<file path="src/rtl/voice_allocator.sv">
// Polyphonic voice allocator: maps note-on/off events onto NUM_VOICES envelope gates,
// stealing releasing or oldest active voices when no voice is free.
module voice_allocator #(
  parameter int NUM_VOICES = 4,
  parameter int NOTE_BITS  = 7
) (
  input  logic                            clk,
  input  logic                            rst_n,
  input  logic                            note_valid,
  input  logic                            note_on,
  input  logic [NOTE_BITS-1:0]            note_num,
  output logic                            note_ready,
  output logic [NUM_VOICES-1:0]           voice_en,
  output logic [NUM_VOICES*NOTE_BITS-1:0] voice_note,
  input  logic [NUM_VOICES-1:0]           voice_avail,
  output logic                            steal
);

  localparam int AGE_W = $clog2(NUM_VOICES);
  localparam logic [AGE_W-1:0] AGE_MAX = AGE_W'(NUM_VOICES - 1);

  typedef enum logic [1:0] {
    V_FREE,
    V_ACTIVE,
    V_RELEASING,
    V_RETRIG
  } vstate_t;

  logic [NUM_VOICES-1:0]            is_free;
  logic [NUM_VOICES-1:0]            is_active;
  logic [NUM_VOICES-1:0]            is_rel;
  logic [NUM_VOICES-1:0]            is_retrig;
  logic [NUM_VOICES-1:0]            note_hit;
  logic [NUM_VOICES-1:0][AGE_W-1:0] age_q;

  logic [NUM_VOICES-1:0] free_sel;
  logic [NUM_VOICES-1:0] rel_sel;
  logic [NUM_VOICES-1:0] act_sel;
  logic [NUM_VOICES-1:0] hit_sel;
  logic [NUM_VOICES-1:0] tgt_sel;
  logic [NUM_VOICES-1:0] off_sel;
  logic                  found_free;
  logic                  found_rel;
  logic                  found_act;
  logic                  found_hit;
  logic [AGE_W-1:0]      best_age;

  logic on_acc;
  logic off_acc;
  logic assign_en;
  logic steal_next;
  logic steal_reg;

  // A voice in its retrigger gap blocks new events for exactly one cycle.
  assign note_ready = ~(|is_retrig);
  assign on_acc     = note_valid & note_ready & note_on;
  assign off_acc    = note_valid & note_ready & ~note_on;
  assign assign_en  = on_acc & ~(|note_hit);

  // Priority pickers: lowest FREE, lowest RELEASING, oldest ACTIVE (ties to lowest), lowest match.
  always_comb begin
    free_sel   = '0;
    rel_sel    = '0;
    act_sel    = '0;
    hit_sel    = '0;
    found_free = 1'b0;
    found_rel  = 1'b0;
    found_act  = 1'b0;
    found_hit  = 1'b0;
    best_age   = '0;
    for (int i = 0; i < NUM_VOICES; i++) begin
      if (is_free[i] && !found_free) begin
        free_sel[i] = 1'b1;
        found_free  = 1'b1;
      end
      if (is_rel[i] && !found_rel) begin
        rel_sel[i] = 1'b1;
        found_rel  = 1'b1;
      end
      if (note_hit[i] && !found_hit) begin
        hit_sel[i] = 1'b1;
        found_hit  = 1'b1;
      end
      if (is_active[i] && (!found_act || age_q[i] > best_age)) begin
        act_sel    = '0;
        act_sel[i] = 1'b1;
        found_act  = 1'b1;
        best_age   = age_q[i];
      end
    end
  end

  always_comb begin
    tgt_sel = '0;
    if (assign_en) begin
      if (found_free)     tgt_sel = free_sel;
      else if (found_rel) tgt_sel = rel_sel;
      else                tgt_sel = act_sel;
    end
  end

  assign off_sel    = off_acc ? hit_sel : '0;
  assign steal_next = |(tgt_sel & ~is_free);

  for (genvar gi = 0; gi < NUM_VOICES; gi++) begin : g_voice
    vstate_t              state_reg;
    logic [AGE_W-1:0]     age_reg;
    logic [NOTE_BITS-1:0] note_reg;

    assign is_free[gi]   = (state_reg == V_FREE);
    assign is_active[gi] = (state_reg == V_ACTIVE);
    assign is_rel[gi]    = (state_reg == V_RELEASING);
    assign is_retrig[gi] = (state_reg == V_RETRIG);
    assign note_hit[gi]  = is_active[gi] && (note_reg == note_num);
    assign age_q[gi]     = age_reg;
    assign voice_en[gi]  = is_active[gi];
    assign voice_note[gi*NOTE_BITS +: NOTE_BITS] = note_reg;

    // Assignment takes precedence over a same-cycle voice_avail for this voice.
    always_ff @(posedge clk or negedge rst_n) begin
      if (!rst_n) begin
        state_reg <= V_FREE;
        age_reg   <= '0;
        note_reg  <= '0;
      end else if (tgt_sel[gi]) begin
        state_reg <= (state_reg == V_ACTIVE) ? V_RETRIG : V_ACTIVE;
        note_reg  <= note_num;
        age_reg   <= '0;
      end else begin
        case (state_reg)
          V_ACTIVE: begin
            if (off_sel[gi]) state_reg <= V_RELEASING;
            if (assign_en && age_reg != AGE_MAX) age_reg <= age_reg + 1'b1;
          end
          V_RELEASING: begin
            if (voice_avail[gi]) begin
              state_reg <= V_FREE;
              age_reg   <= '0;
            end
          end
          V_RETRIG: state_reg <= V_ACTIVE;
          default:  state_reg <= state_reg;
        endcase
      end
    end
  end

  always_ff @(posedge clk or negedge rst_n) begin
    if (!rst_n) steal_reg <= 1'b0;
    else        steal_reg <= steal_next;
  end

  assign steal = steal_reg;

endmodule

</file>
<file path="config.mk">
export PLATFORM = sky130hd
export DESIGN_NAME = voice_allocator
export DESIGN_NICKNAME = d
export VERILOG_FILES = /design/src/rtl/voice_allocator.sv
export SDC_FILE = /design/constraint.sdc
export NUM_CORES = 1
export LEC_CHECK = 0
export BUFFER_PORTS_ARGS = -buffer_cell sky130_fd_sc_hd__buf_2
export CAP_MARGIN = 30
export CORE_ASPECT_RATIO = 2
export CORE_MARGIN = 2
export CORE_UTILIZATION = 62
export DETAILED_ROUTE_END_ITERATION = 16
export GPL_ROUTABILITY_DRIVEN = 0
export GPL_TIMING_DRIVEN = 0
export PLACE_DENSITY = 0.85
export SLEW_MARGIN = 20
export SYNTH_ARGS = -nofsm -noshare
export SYNTH_HDL_FRONTEND = slang
export SYNTH_SLANG_ARGS = --single-unit
</file>
<file path="constraint.sdc">
create_clock -name clk -period 15.28 [get_ports clk]
set_input_delay 1.528 -clock clk [delete_from_list [all_inputs] [get_ports clk]]
set_output_delay 1.528 -clock clk [all_outputs]
set_load 0.05 [all_outputs]
</file>
== After elaboration in Yosys (flattened, before gate mapping) ==
Index checks and enable logic that the tools add are counted.
Storage, ports and cells
  word-level logic and storage cells: 185
  bits in latches: 0
  memories kept: 0
  bits in registers: 45
  bits in writable memories: 0
  output and inout bits: 34
  input bits: 15
  ROM bits: 0
Cells by class
  add/sub/neg operators: 4
  multiplexer cells: 66
  bitwise operators: 9
  multiply operators: 0
  $lt $le $gt $ge: 3
  div/mod/pow operators: 0
  equal/unequal tests: 32
  shift-type cells: 0
  reduce and logical (&&, ||, !) cells: 58
Operator list (number)
  $mux 2: 28
  $eq 7x7->1: 4
  $mux 1: 24
  $mux 4: 6
  $ne 3x1->1 const B: 8
  $pmux 2 s3: 4
  $reduce_and 3->1: 8
  $logic_and 1x1->1: 20
  $eq 2x2->1 const B: 8
  $pmux 2 s2: 4
  $reduce_bool 4->1: 4
  $logic_not 1->1: 12
  $ne 3x2->1 const B: 4
  $reduce_bool 3->1: 4
  $reduce_or 4->1: 3
  $add 2x1->2 const B: 4
  $eq 2x1->1 const B: 4
  $logic_not 2->1: 4
  $ne 2x2->1 const B: 4
  $gt 2x2->1: 3
  $and 1x1->1: 4
  $and 4x4->4: 1
  $not 4->4: 1
  $logic_or 1x1->1: 3
  $not 1->1: 3

== Logic depth before layout (Yosys ltp) ==
  depth in word-level cells: 19
  mapped depth: 24
  gate-level depth less buffers: 22

== Worst setup path after synthesis ==
Ideal clock, no wire load.
  kind: reg2reg
  start point: register g_voice[0].state_reg[1]
  end point: register g_voice[1].note_reg[0]
  data required time: 15.155 ns
  arrival: 5.316 ns
  setup time: 0.125 ns
  buffers on the path: 2
  path slack: 9.839 ns
  stages on the path, launching flop included: 23
  clock period less this slack: 5.441 ns
  cells stage by stage: dfrtp_1 inv_1 ha_1 clkbuf_1 nand2_1 ha_1 nor2b_1 a2bb2oi_1 o21ai_0 mux2_2 ha_1 nor2b_1 a2bb2oi_1 o21a_1 mux2_2 ha_1 nor2b_1 o211ai_1 nand3_1 o32ai_1 and2_1 buf_6 mux2_4
Between the ends
  longest elaborated chain between the ends: 17
  elaborated cells between the ends (all ways): 58
  those cells by class: 3 x order compare; 3 x eq/ne; 22 x mux; 5 x bitwise; 25 x reduce/logical
Ends and longest elaborated chain
  start: declaration: line 106  | vstate_t state_reg;
  start signal: assignment: line 126  | state_reg <= (state_reg == V_ACTIVE) ? V_RETRIG : V_ACTIVE;
  start signal: assignment: line 142  | default: state_reg <= state_reg;
  $eq 2x1->1 (*): line 111  | assign is_active[gi] = (state_reg == V_ACTIVE);
  net voice_en[0]: line 13  | output logic [NUM_VOICES-1:0] voice_en,
  $mux 2 or $mux 1 (tied branches): line 84  | if (is_active[i] && (!found_act || age_q[i] > best_age)) begin
  $gt 2x2->1 or $logic_not 1->1 (tied branches): line 84
  $logic_or 1x1->1: line 84
  $logic_and 1x1->1: line 84
  $mux 2 or $mux 1 (tied branches): line 84
  $gt 2x2->1 or $logic_not 1->1 (tied branches): line 84
  [2 not listed]
  $mux 2 or $mux 1 (tied branches): line 84
  $gt 2x2->1 or $logic_not 1->1 (tied branches): line 84
  $logic_or 1x1->1: line 84
  $logic_and 1x1->1: line 84
  $mux 4: line 84
  $mux 4: line 97  | else if (found_rel) tgt_sel = rel_sel;
  $mux 4: line 96  | if (found_free) tgt_sel = free_sel;
  $mux 4 (*): line 95  | if (assign_en) begin
  end signal: assignment: line 127  | note_reg <= note_num;
  end: declaration: line 108  | logic [NOTE_BITS-1:0] note_reg;
Mark *: on every way through the listed nets, which the timed path passes. The rest lies on a longest branch.
A chain may end at the register's enable or synchronous reset.

== Final worst setup path ==
  start point: register g_voice[0].state_reg[1]
  end point: register g_voice[0].note_reg[0]
Between the ends
  longest elaborated chain between the ends: 17
  elaborated cells between the ends (all ways): 57
  those cells by class: 3 x order compare; 3 x eq/ne; 21 x mux; 5 x bitwise; 25 x reduce/logical
Ends and longest elaborated chain (line)
  $eq 2x1->1: 111
  $mux 2 or $mux 1 (tied branches): 84
  $gt 2x2->1 or $logic_not 1->1 (tied branches): 84
  $logic_or 1x1->1: 84
  $logic_and 1x1->1: 84
  $mux 2 or $mux 1 (tied branches): 84
  $gt 2x2->1 or $logic_not 1->1 (tied branches): 84
  $logic_or 1x1->1: 84
  $logic_and 1x1->1: 84
  $mux 2 or $mux 1 (tied branches): 84
  $gt 2x2->1 or $logic_not 1->1 (tied branches): 84
  $logic_or 1x1->1: 84
  $logic_and 1x1->1: 84
  $mux 4: 84
  $mux 4: 97
  $mux 4: 96
  $mux 4 (*): 95
  end signal: assignment: 127
  end: declaration: 108
Mark *: on every way between the ends. The rest lies on a longest branch, timed or not.

==> out/qor.yml <==
run_status: "finished clean"
clkSlewWorstSetupHoldPaths_ns: 0.09
syn-num-nets: 365
netlist_instances: 324
grt_max_degree: 46
drv_slew: 0
synthArstFlopShare: 1.00
grt_setup_unrepaired: "no"
ys_seq_area_frac: 0.334
drt_pre_antenna_iters: 4
drc: 0
regArea_um2: 1130
cp-end-kind: "flop"
timing.rr.start: "g_voice[0].state_reg[1]"
dpl.hpwl_um: 6190
drt_wl_total_um: 8040
avgSynthCellArea_um2: 10.4
hold_path.class: "flop to flop"
cts_max_path_buffers: 2
placed_cell_area_um2: 3650
worstPathMaxFanout: 10
synth_area_leaders: "dfrtp_1 33%, ha_1 9.7%, mux2_2 8.7%, xnor2_1 5.7%, mux2_4 3.6%"
critPathLaunch: "g_voice[0].state_reg[1]"
fill_cells: 391
crit_arrival_ns: 6.43
h-tree-depth: 2
nets: 413
cts.sinks: 45
final_antenna_net_count: 0
antenna_cells: 0
cts_setup_buffers: 0
fmax_mhz: 160
ioPinCount: 49
synth_edf_count: 0
multiInputGateArea_um2: 2100
grt_pass1_wl_um: 13500
setup_tns_ns: 0
fin_skew_ns: 0.0104
die_area_um2: 6080
gr-total-overflow: 0
fin_crit_sh: 0.408
worst_slack_ns: 9.04
syn2layout_area_growth_pct: 11.4
drv_cap: 0
worst_slew_pin_slew_ns: 0.847
drt-initial-drc-count: 133
dp_slack_ns: 9.09
worstPathRequired_ns: 15.47
cts_root_buf: "clkbuf_8"
hp-start: "g_voice[0].age_reg[1]"
synth_top_area_cell: "dfrtp_1"
synth_ff_type: "dfrtp_1"
slew_headroom: 0.428
grt_pass1_vias: 2827
yosysTopAreaCellShare: 0.334
setup_viol: 0
ys.warnings.count: 0
synth_area_um2: 3370
critPathKind: "flop to flop"
wl_per_cell_um: 18.6
fp.dieW_um: 56.1
cts_resized: 0
clkLatencyLatePin_ns: 0.31
grt_antenna_before_repair: 0
die_y_um: 108
fp.coreArea_um2: 5330
num_rows: 38
vias_per_cell: 6.46
worstSetupStartpointType: "flop"
layout_min_cycle_time_ns: 6.24
cts_hold_buf: 0
synth-seq-cells: 45
cts_tree: "yes"
final_area_um2: 3750
hold_viol: 0
grt_usage: 0.279
drive_above_1_share: 0.279
largest_reg_flops: 28
via_count: 2796
cts_buffers: 5
io_buffer_count: 41
yosysUniqueCellTypes: 62
start_util: 0.633
## layer usage
metal,share of wire,up-vias,global-route usage,wire length (um)
met5,0,-,0,0
met1,0.40,1336,0.335,3200
met3,0.053,30,0.0455,428
li1,-,1299,-,-
met2,0.51,131,0.478,4120
met4,0.037,0,0.138,299
## worst max-delay path: stages (launching register included)
cell	delay, ns
dfrtp_1	0.43
inv_1	0.10
ha_1	0.17
clkbuf_1	0.37
nand2_1	0.14
ha_1	0.31
nor2b_1	0.14
a2bb2oi_1	0.14
o21ai_0	0.30
mux2_2	0.40
ha_1	0.18
nor2b_1	0.11
a2bb2oi_1	0.23
o21a_1	0.29
mux2_2	0.37
ha_1	0.28
nor2b_1	0.14
o211ai_1	0.41
nand3_1	0.18
o41ai_1	0.73
nand2_2	0.35
mux2_2	0.36
## kinds of logic (layout without fill, tap and decap cells)
family / after synthesis / count (layout) / share of synthesized area
compound gates: 65 / 65 / 0.141
xor+xnor: 28 / 28 / 0.0728
fa+ha+maj: 26 / 26 / 0.0965
buf+inv: 31 / 80 / 0.0434
flops: 45 / 45 / 0.334
mux: 40 / 40 / 0.140
simple gates: 89 / 89 / 0.172
## layout by cell type (no fill, tap or decap), drive strengths merged, types with 6 or more instances in the layout
cell type	synthesis	routed
mux2	34	34
nor2	16	16
mux2i	6	6
clkbuf	4	10
a21oi	8	8
buf	10	51
o211ai	6	6
xor2	6	6
inv	17	18
nand2	11	11
xnor2	22	22
nand3	6	6
ha	26	26
dfrtp	45	45
o21ai	15	15
nand4	12	12
nand2b	6	6
## cell usage after synthesis, drive strengths merged, types with 3 or more instances
master  instances
nor2b           3
nand4          12
and4b           3
a31oi           3
inv            17
o41ai           4
xnor2          22
a21oi           8
a211oi          3
nand2          11
mux2           34
or4             3
nand2b          6
xor2            6
nor2           16
nand3           6
ha             26
o21a            5
clkbuf          4
o21ai          15
o211ai          6
nor4            5
nor3            5
nor4b           4
or3             3
dfrtp          45
buf            10
mux2i           6
## layout make-up
type,instances,area share
Sequential cell,45,0.300
Clock inverter,2,0.00467
Buffer,14,0.0220
Clock buffer,6,0.0220
Tap cell,60,0.0200
Inverter,17,0.0170
Multi-Input combinational cell,248,0.559
Timing Repair Buffer,41,0.0553
## stage by stage
stage	hold WS, ns	util	std cells
after floorplan	0.507	-	324
after global placement	0.527	0.686	425
after detailed placement	0.536	0.686	425
after CTS	0.556	0.704	433
after global routing	0.574	0.705	433
final	0.550	0.705	433
## worst paths after layout
kind                                     endpoint  slack (ns)  cells past startpoint
setup / recovery           g_voice[0].note_reg[0]        9.04                     21
hold / removal              g_voice[0].age_reg[1]        0.55                      1
setup reg to reg           g_voice[0].note_reg[0]        9.04                     21
hold reg to reg             g_voice[0].age_reg[1]        0.55                      1
max in group asynchronous   g_voice[0].age_reg[0]       13.68                      1
min in group asynchronous  g_voice[1].note_reg[0]        1.21                      1
Power is left out: the tool's default activity adds up to more than one toggle a clock period on the data nets, which glitch-free logic cannot reach.
